`config.mk`:
```
export PLATFORM = sky130hd
export DESIGN_NAME = imm_narrow
export DESIGN_NICKNAME = d
export VERILOG_FILES = /design/src/rtl/imm_narrow_pkg.sv /design/src/rtl/imm_fit_check.sv /design/src/rtl/imm_narrow.sv
export SDC_FILE = /design/constraint.sdc
export NUM_CORES = 1
export LEC_CHECK = 0
export BUFFER_PORTS_ARGS = -buffer_cell sky130_fd_sc_hd__buf_2
export CORE_UTILIZATION = 45
export DETAILED_ROUTE_END_ITERATION = 8
export PLACE_DENSITY_LB_ADDON = 0.12
export SLEW_MARGIN = 20
export SYNTH_ARGS = -nofsm -noshare
export SYNTH_HDL_FRONTEND = slang
export SYNTH_SLANG_ARGS = --single-unit
```
`constraint.sdc`:
```
create_clock -name clk -period 2.3 [get_ports clk]
set_input_delay 0.115 -clock clk [delete_from_list [all_inputs] [get_ports clk]]
set_output_delay 0.115 -clock clk [all_outputs]
set_load 0.02 [all_outputs]
```
`src/rtl/imm_narrow_pkg.sv`:
```
// imm_narrow_pkg: beat kinds, FSM states and widths shared by the immediate narrower.
package imm_narrow_pkg;
    localparam int KIND_W = 2;
    typedef enum logic [KIND_W-1:0] {
        KIND_SEXT = 2'd0,
        KIND_HI   = 2'd1,
        KIND_LO   = 2'd2
    } kind_t;
    typedef enum logic [1:0] {
        S_IDLE,
        S_LAST,
        S_HI
    } state_t;
endpackage

```
`src/rtl/imm_fit_check.sv`:
```
// imm_fit_check: flags a constant that survives narrowing to I bits and sign-extending back.
module imm_fit_check #(
    parameter int N = 32,
    parameter int I = N / 2
) (
    input  logic [N-1:0] in_data,
    output logic         fits
);
    // Equivalent to in_data[N-1:I-1] being all ones or all zeros.
    assign fits = in_data == {{(N-I){in_data[I-1]}}, in_data[I-1:0]};
endmodule

```
`src/rtl/imm_narrow.sv`:
```
// imm_narrow: splits a full-width constant into one SEXT beat or a HI/LO beat pair.
// Optional macro IMM_NARROW_SKIPLO_EN drops the LO beat when the lower half is zero.
module imm_narrow
    import imm_narrow_pkg::*;
#(
    parameter int N = 32,
    parameter int I = N / 2
) (
    input  logic              clk,
    input  logic              reset,
    input  logic              in_valid,
    output logic              in_ready,
    input  logic [N-1:0]      in_data,
    output logic              out_valid,
    input  logic              out_ready,
    output logic [I-1:0]      out_imm,
    output logic [KIND_W-1:0] out_kind,
    output logic              out_last
);
    state_t       state;
    logic [I-1:0] held;
    logic         fits;
    logic         skip_lo;
    logic         one_beat;
    logic         accept;

    if (N != 2 * I) begin : g_bad_width
        $error("imm_narrow: N must equal 2*I");
    end

    imm_fit_check #(.N(N), .I(I)) u_fit (.in_data(in_data), .fits(fits));

`ifdef IMM_NARROW_SKIPLO_EN
    assign skip_lo = ~|in_data[I-1:0];
`else
    assign skip_lo = 1'b0;
`endif

    always_comb begin
        one_beat = fits || skip_lo;
        in_ready = !reset && (state == S_IDLE || (out_valid && out_ready && out_last));
        accept   = in_valid && in_ready;
    end

    // A completing last beat and a new accept share one edge, so accept wins.
    always_ff @(posedge clk or posedge reset) begin
        if (reset) begin
            state     <= S_IDLE;
            out_valid <= 1'b0;
            out_imm   <= '0;
            out_kind  <= KIND_SEXT;
            out_last  <= 1'b0;
            held      <= '0;
        end else if (accept) begin
            out_valid <= 1'b1;
            out_imm   <= fits ? in_data[I-1:0] : in_data[N-1:I];
            out_kind  <= fits ? KIND_SEXT : KIND_HI;
            out_last  <= one_beat;
            held      <= in_data[I-1:0];
            state     <= one_beat ? S_LAST : S_HI;
        end else if (out_valid && out_ready) begin
            if (state == S_HI) begin
                out_imm  <= held;
                out_kind <= KIND_LO;
                out_last <= 1'b1;
                state    <= S_LAST;
            end else begin
                out_valid <= 1'b0;
                state     <= S_IDLE;
            end
        end
    end
endmodule

```
Yosys cells after proc, flatten, opt, wreduce, memory -nomap -nowiden
Cells that the tools add are included.
{"block": "classes", "mux": 18, "n_reduce_logical": 11, "n_eq_ne": 3}
{"cell": "two-way mux 16 bit", "count": 4}
{"cell": "== test 16 bit", "count": 1}
{"cell": "two-way mux 2 bit", "count": 6}
{"cell": "two-way mux 1 bit", "count": 8}
{"cell": "logical AND 1 bit", "count": 4}
{"cell": "AND reduction 2 bit", "count": 2}
{"cell": "nonzero test 2 bit", "count": 2}
{"cell": "== test 2 bit, second input constant", "count": 1}
{"cell": "zero test 2 bit", "count": 1}
{"cell": "!= test 2 bit, second input constant", "count": 1}
{"cell": "zero test 1 bit", "count": 1}
{"cell": "logical OR 1 bit", "count": 1}
{"block": "word_totals", "output_inout_bits": 21, "word_cells": 38, "register_bits": 38, "inputBits": 36}

Depth between registers and ports, before layout
Gate-level depths: netlist of the first run.
{"block": "depth", "ltp_word": 7, "ltp_mapped": 7, "mapped_depth_nobuf": 4}

By module
Synthesis of the first run repeated with hierarchy kept, for this count alone.
{"block": "unflattened", "cells_unflattened": 146, "hier_area_um2": 1931.9}
{"mod": "imm_narrow", "area_each_um2": 1843.0, "instances": 1, "seq_area_each_um2": 950.9, "cells_per_inst": 131}
{"mod": "imm_fit_check", "area_each_um2": 88.8, "instances": 1, "seq_area_each_um2": 0.0, "cells_per_inst": 15}

Worst setup path after synthesis of the first run
OpenSTA, ideal clock, no wires.
{"block": "synth_path", "path_type": "in2reg", "start": "input reset", "end": "register out_imm[0]", "setup_time_ps": 135, "cell_stages": 5, "t_arrival_ps": 2180, "setup_slack_ps": -15, "t_required_ps": 2165, "path_buffers": 1, "cell_sequence": "clkinv_1 clkbuf_1 o2111ai_1 a221oi_1 a211oi_2"}
{"block": "synth_via", "elab_chain_len": 5, "word_cells_on_any_way": 7, "classes_between": "1 x mux; 6 x reduce/logical"}
{"element": "start: declaration", "line": "imm_narrow.sv:10", "rtl": "input logic reset,"}
{"element": "zero test 1 bit (no line) *"}
{"element": "logical AND 1 bit *", "line": "imm_narrow.sv:41", "rtl": "in_ready = !reset && (state == S_IDLE || (out_valid && out_ready && out_last));"}
{"element": "logical AND 1 bit *", "line": "imm_narrow.sv:42", "rtl": "accept = in_valid && in_ready;"}
{"element": "nonzero test 2 bit (no line)"}
{"element": "AND reduction 2 bit (no line)"}
{"element": "end signal: assignment", "line": "imm_narrow.sv:56", "rtl": "out_imm <= fits ? in_data[I-1:0] : in_data[N-1:I];"}
{"element": "end signal: assignment", "line": "imm_narrow.sv:63", "rtl": "out_imm <= held;"}
{"element": "end: declaration", "line": "imm_narrow.sv:16", "rtl": "output logic [I-1:0] out_imm,"}
Mark *: on every way between the ends. The rest lies on a longest branch, timed or not.
A chain may end at the register's enable or synchronous reset.

Final worst setup path of the first run
{"block": "layout_path", "start": "register out_valid", "end": "register out_imm[14]"}
{"block": "layout_via", "elab_chain_len": 7, "word_cells_on_any_way": 9, "classes_between": "1 x mux; 8 x reduce/logical"}
{"element": "start: declaration", "line": "imm_narrow.sv:14", "rtl": "output logic out_valid,"}
{"element": "start signal: assignment", "line": "imm_narrow.sv:49", "rtl": "out_valid <= 1'b0;"}
{"element": "start signal: assignment", "line": "imm_narrow.sv:55", "rtl": "out_valid <= 1'b1;"}
{"element": "start signal: assignment", "line": "imm_narrow.sv:68", "rtl": "out_valid <= 1'b0;"}
{"element": "logical AND 1 bit *", "line": "imm_narrow.sv:41, imm_narrow.sv:61"}
{"element": "logical AND 1 bit", "line": "imm_narrow.sv:41"}
{"element": "logical OR 1 bit", "line": "imm_narrow.sv:41"}
{"element": "logical AND 1 bit", "line": "imm_narrow.sv:41"}
{"element": "logical AND 1 bit", "line": "imm_narrow.sv:42"}
{"element": "nonzero test 2 bit (no line)"}
{"element": "AND reduction 2 bit (no line)"}
Marks and branches as above.

==> impl_metrics.csv, run 1 <==
group,metric,value,unit
setup_path,reg2reg_to,"out_imm[14]",
worst_hold_path,hold_class,"in2async",
clock_network,cts_setup_buffers,0,
global_routing,grt_max_degree,54,
setup_path,cp-endpoint,"out_imm[14]",
sta,setup_viol,0,
drt,wl,5700,um
drt,via_per_inst,5.53,
sta,tns,0,ps
setup_path,critical_path_depth,5,
synthesis,synth.distinct_cells,32,
floorplan,fp.dieW,72.7,um
sta,skew,5.44,ps
clock_network,h-tree-depth,2,
drt,drc_errors,0,
clock_network,cts_tree,"done",
cells_and_area,area_growth,16.6,%
place,dp_hpwl,3730,um
clock_network,clk_latency,290,ps
cells_and_area,finalNetCount,329,
floorplan,start_util,0.473,
cells_and_area,drive_gt1_frac,0.337,
place,pre_cts_ws,477,ps
clock_network,cts_inserted_buffers,5,
synthesis,synth_most_common_cell,"dfrtp_1",
sta,tightest_slew,862,ps
setup_path,cpPeakStageDelay,570,ps
floorplan,dieArea,5290,um2
floorplan,core,4750,um2
setup_path,r2r_slack,470,ps
drt,detail-route-antenna-nets,0,
job,max-cap-violations,0,
sta,fmax,547,MHz
sta,period_share,0.795,
setup_path,crit_path_start_kind,"register",
clock_network,clkSlewWorstSetupHoldPaths,80,ps
synthesis,synthTopCellsByCount,"38 x dfrtp_1, 35 x nor2_1, 25 x nand2_1, 18 x inv_1, 18 x o21ai_0",
drt,drt_iter0_markers,139,
sta,setup_slack,472,ps
setup_path,crit_path_end_kind,"register",
synthesis,netlist_instances,241,
setup_path,crit_path_top_delay_cell,"o211a_1",
power,p_total,2950,uW
synthesis,yosysTopAreaCell,"dfrtp_1",
place,place.gp.congestion,0.741,
setup_path,startpoint,"out_valid",
setup_path,r2r-start,"out_valid",
clock_network,post_cts_resized,0,
setup_path,critPathArrivalTime,2040,ps
floorplan,num_rows,25,
sta,slew_headroom,0.425,
setup_path,reg2reg_depth,5,
status,status,"finished, final reports clean",
clock_network,clk_path_buf_depth,2,
global_routing,grt_pass1_vias,1815,
synthesis,ys_async_sr_fraction,1.00,
clock_network,hold_buffers,0,
power,leakage,0.00120,uW
drt,wl_per_cell,15.8,um
clock_network,cts_sinks,38,
global_routing,overflow,0,
synthesis,yosys_warnings,0,
sta,rsz0062_at_grt,"false",
drt,dr.pass1.iters,4,
setup_path,cp_top_family,"compound AO/OA/AOI/OAI gates",
place,numPortBuffers,56,
drt,num_vias,1997,
sta,fin_crit,1830,ps
synthesis,ys.flop_type,"dfrtp_1",
setup_path,critPathRequiredTime,2510,ps
synthesis,synth_edf_count,0,
synthesis,syn_nets,277,
synthesis,netlist_area,2250,um2
cells_and_area,n_antenna_cell,0,
synthesis,ys_seq_area_frac,0.423,
sta,final_hold_viol_count,0,
synthesis,synthTopCellsByArea,"dfrtp_1 42%, mux2_2 7.5%, a221oi_1 5.8%, nor2_1 5.8%, o2111ai_1 5.8%",
synthesis,syn_area_per_cell,9.33,um2
clock_network,root_buffer,"clkbuf_8",
global_routing,antenna_found_initial,0,
synthesis,ys_ff_latch,38,
floorplan,io-pin-count,57,
floorplan,die_y,72.7,um
setup_path,crit_fanout,17,
sta,final_max_slew_viol_count,0,
global_routing,grt_usage,0.232,
power,ir_worst_vdd,525,uV
power,power.density,1120,nW/um2
global_routing,grt_pass1_wl,9200,um
setup_path,path_buf_inv,1,
setup_path,worstSetupPathType,"reg2reg",
setup_path,crit_chain,"and3_1, o211a_1, buf_4, nor2_1, a211oi_2",
synthesis,yosys.area.top_type_share,0.423,
-- through the flow --
step | hold slack (ps) | area, um2 | utilization | instances
3_3_place_gp | 356 | 2530 | 0.532 | 353
2_1_floorplan | 220 | 2250 | - | 241
5_1_grt | 67.4 | 2620 | 0.552 | 361
3_5_place_dp | 362 | 2530 | 0.532 | 353
6_report | 33.3 | 2620 | 0.552 | 361
4_1_cts | 39.9 | 2620 | 0.552 | 361
-- per-layer routing --
metal / share of wire / GRT usage / vias up
met5: 0 / 0 / -
met4: 0.0091 / 0.0719 / 0
met3: 0.036 / 0.0456 / 5
met2: 0.48 / 0.353 / 60
met1: 0.48 / 0.332 / 955
li1: - / - / 977
-- logic make-up (layout without fill, tap and decap cells) --
logic type	count (synthesis)	in the layout	synth area share
compound gates	71	71	0.253
mux	16	16	0.0795
flops	38	38	0.423
buf+inv	42	95	0.108
simple gates	74	74	0.137
-- where the power goes --
| part | switching (uW) | internal, uW | total, uW | leakage, uW |
|---|---|---|---|---|
| registers | 171 | 992 | 1160 | 0.000455 |
| clock network | 242 | 242 | 484 | 0.0000482 |
| logic | 767 | 534 | 1300 | 0.000699 |
| total | 1180 | 1770 | 2950 | 0.00120 |
-- layout make-up --
type / instances / area, um2
Clock buffer: 7 / 86.3
Clock inverter: 1 / 5.00
Fill cell: 486 / 2130
Inverter: 19 / 71.3
Multi-Input combinational cell: 161 / 1050
Sequential cell: 38 / 951
Tap cell: 67 / 83.8
Timing Repair Buffer: 68 / 370
-- worst register-to-register path: cells and delay by family (launching register included) --
kind	cells	cell delay [ps]
buffers and inverters	1	260
and+or+nand+nor	2	400
DFF	1	400
AOI/OAI and AO/OA	2	690
-- flip-flops by register name, indices dropped and copies added, names as in the netlist --
name and count:
out_imm 16, state 2, out_valid 1, out_kind 2
held 16, out_last 1
-- how the worst min path moves through the flow --
stage | from | to | depth (start not counted)
after floorplan | in_data[15] | held[15] | 2
after global placement | in_data[31] | out_imm[15] | 3
after detailed placement | reset | held[13] | 3
after CTS | reset | held[1] | 3
after global routing | reset | held[1] | 3
final | reset | held[1] | 3
-- layout by cell type (no fill, tap or decap), drive strengths merged --
master | synthesis | routed
nor3 | 2 | 2
o211a | 1 | 1
o2bb2ai | 1 | 1
nand4 | 2 | 2
o2111ai | 15 | 15
nor2 | 35 | 35
o21ai | 18 | 18
a221oi | 15 | 15
dfrtp | 38 | 38
nand3 | 4 | 4
mux2 | 15 | 15
nor4 | 2 | 2
or3 | 2 | 2
mux2i | 1 | 1
a2bb2oi | 2 | 2
buf | 10 | 68
inv | 18 | 19
a211oi | 15 | 15
clkbuf | 13 | 7
a21oi | 1 | 1
o211ai | 1 | 1
nand4b | 1 | 1
and3 | 1 | 1
clkinv | 1 | 1
nand2 | 25 | 25
a22o | 2 | 2
Power figures use the tool's default switching activity.
==> run 2, diff against run 1 <==
Clock period 2.3 ns to 1.9 ns, I/O delays scaled along.
==> run 2 against run 1 <==
  * Critical path depth did not move
  * Final area is 2.9% higher
  * Largest power group unchanged
  * Register-to-register slack worse by 220 ps
  * Setup slack lost 220 ps
  * Critical endpoint is now out_imm[9]
==> impl_metrics.csv, run 2 (synthesis results as in run 1) <==
group,metric,value,unit
global_routing,grt_pass1_wl,9400,um
cells_and_area,mostFrequentLayoutCells,"56 x buf_2, 38 x dfrtp_1, 35 x nor2_1",
worst_hold_path,hold_end,"out_imm[15]",
floorplan,num_rows,25,
cells_and_area,n_antenna_cell,0,
setup_path,cpPeakStageDelay,420,ps
floorplan,dieArea,5290,um2
floorplan,io-pin-count,57,
place,numPortBuffers,56,
cells_and_area,layout_commonest_cell,"buf_2",
clock_network,cts_inserted_buffers,5,
cells_and_area,drive_gt1_frac,0.351,
setup_path,r2r-start,"out_valid",
drt,num_vias,2000,
clock_network,clk_path_buf_depth,2,
power,leakage,0.00124,uW
global_routing,grt_usage,0.233,
cells_and_area,seqCellArea,951,um2
sta,rsz0062_at_grt,"false",
cells_and_area,multi_input_area,1050,um2
sta,tns,0,ps
power,power.density,1330,nW/um2
setup_path,critPathArrivalTime,1860,ps
drt,via_per_inst,5.42,
power,p_clk_frac,0.163,
floorplan,core,4750,um2
sta,fin_crit,1650,ps
global_routing,grt_pass1_vias,1907,
cells_and_area,final_cell_area,2700,um2
sta,final_hold_viol_count,0,
drt,drc_errors,0,
setup_path,crit_path_start_kind,"register",
worst_hold_path,hold_class,"in2reg",
sta,setup_viol,0,
status,status,"finished, final reports clean",
floorplan,start_util,0.473,
setup_path,crit_path_end_kind,"register",
sta,skew,10.4,ps
power,swShare,0.394,
power,p_total,3600,uW
setup_path,worstSetupPathType,"reg2reg",
sta,fmax,606,MHz
cells_and_area,finalNetCount,337,
setup_path,r2r_slack,250,ps
place,place.gp.congestion,0.831,
cells_and_area,reg.largest.list,"held x16, out_imm x16",
clock_network,cts_tree,"done",
clock_network,root_buffer,"clkbuf_8",
cells_and_area,fillers,483,
job,max-cap-violations,0,
power,power_frac_comb,0.447,
clock_network,clk_latency,300,ps
sta,tightest_slew,355,ps
setup_path,crit_chain,"and3_1, o211ai_1, buf_4, nor2_1, a211oi_1",
clock_network,clkSlewWorstSetupHoldPaths,80,ps
global_routing,grt_max_degree,29,
power,ir_worst_vdd,707,uV
floorplan,die_y,72.7,um
power,p_int,2180,uW
worst_hold_path,min_path_cells,3,
floorplan,fp.dieW,72.7,um
worst_hold_path,min_from,"in_data[31]",
drt,wl_per_cell,15.0,um
setup_path,critPathRequiredTime,2110,ps
sta,final_max_slew_viol_count,0,
drt,wl,5530,um
drt,detail-route-antenna-nets,0,
global_routing,overflow,0,
setup_path,crit_path_top_delay_cell,"dfrtp_1",
global_routing,antenna_found_initial,0,
power,seqPwrFrac,0.390,
clock_network,h-tree-depth,2,
setup_path,reg2reg_depth,5,
setup_path,reg2reg_to,"out_imm[9]",
cells_and_area,area_growth,19.9,%
setup_path,crit_fanout,16,
place,placed_area,2600,um2
clock_network,cts_setup_buffers,0,
cells_and_area,final_util,0.567,
clock_network,cts_sinks,38,
drt,drt_iter0_markers,96,
sta,period_share,0.868,
sta,slew_headroom,0.763,
drt,dr.pass1.iters,4,
place,dp_hpwl,3980,um
power,netSwitchingPower,1420,uW
-- run 2: cell types whose count changed in the layout (fill, tap and decap cells not counted) --
cell           change
dlygate4sd3_1      +1
buf_12             +1
buf_4              +6
-- run 2: metrics by stage --
| stage | instances | worst slack [ps] | hold slack [ps] |
|---|---|---|---|
| after floorplan | 241 | 182 | 200 |
| after global routing | 369 | 107 | 70.5 |
| final | 369 | 250 | 36.3 |
| after CTS | 369 | 240 | 39.5 |
| after global placement | 360 | 299 | 148 |
| after detailed placement | 360 | 251 | 156 |
-- run 2: cell type report --
cell class,count,share of cell area
well taps,67,0.0311
multi-input cells,161,0.391
clock inverters,1,0.00186
clock buffers,7,0.0320
repair buffers,76,0.165
inverters,19,0.0264
flip-flops and latches,38,0.353
-- run 2: power by group through the flow --
stage / clock, uW / combinational (uW) / sequential [uW]
final: 585 / 1610 / 1400
after global placement: 0 / 1600 / 1410
after global routing: 625 / 1790 / 1460
after floorplan: 0 / 869 / 1650
after detailed placement: 0 / 1620 / 1420
after CTS: 598 / 1620 / 1410
-- run 2: worst max path at each step --
stage               startpoint    endpoint  depth (start not counted)
finish               out_valid  out_imm[9]                          5
global route         out_valid  out_imm[6]                          5
CTS                  out_valid  out_imm[9]                          5
detailed placement   out_valid  out_imm[9]                          5
global placement     out_valid  out_imm[7]                          5
floorplan            out_valid  out_imm[0]                          6
-- run 2: critical path, delay by kind of cell (launching register included) --
kind / cells / cell delay [ps]
compound gates: 2 / 540
buf+inv: 1 / 280
flops: 1 / 420
simple gates: 2 / 330
-- run 2: layer usage --
| metal | share of wire | global-route usage | up-vias |
|---|---|---|---|
| li1 | - | - | 996 |
| met1 | 0.47 | 0.326 | 943 |
| met2 | 0.48 | 0.374 | 57 |
| met3 | 0.040 | 0.0373 | 4 |
| met4 | 0.0083 | 0.0632 | 0 |
| met5 | 0 | 0 | - |
-- run 2: repair_timing --
| action | CTS | global route |
|---|---|---|
| hold endpoints to repair | 38 | 0 |
| hold buffers | 1 | 0 |
| gates resized for setup | 0 | 0 |
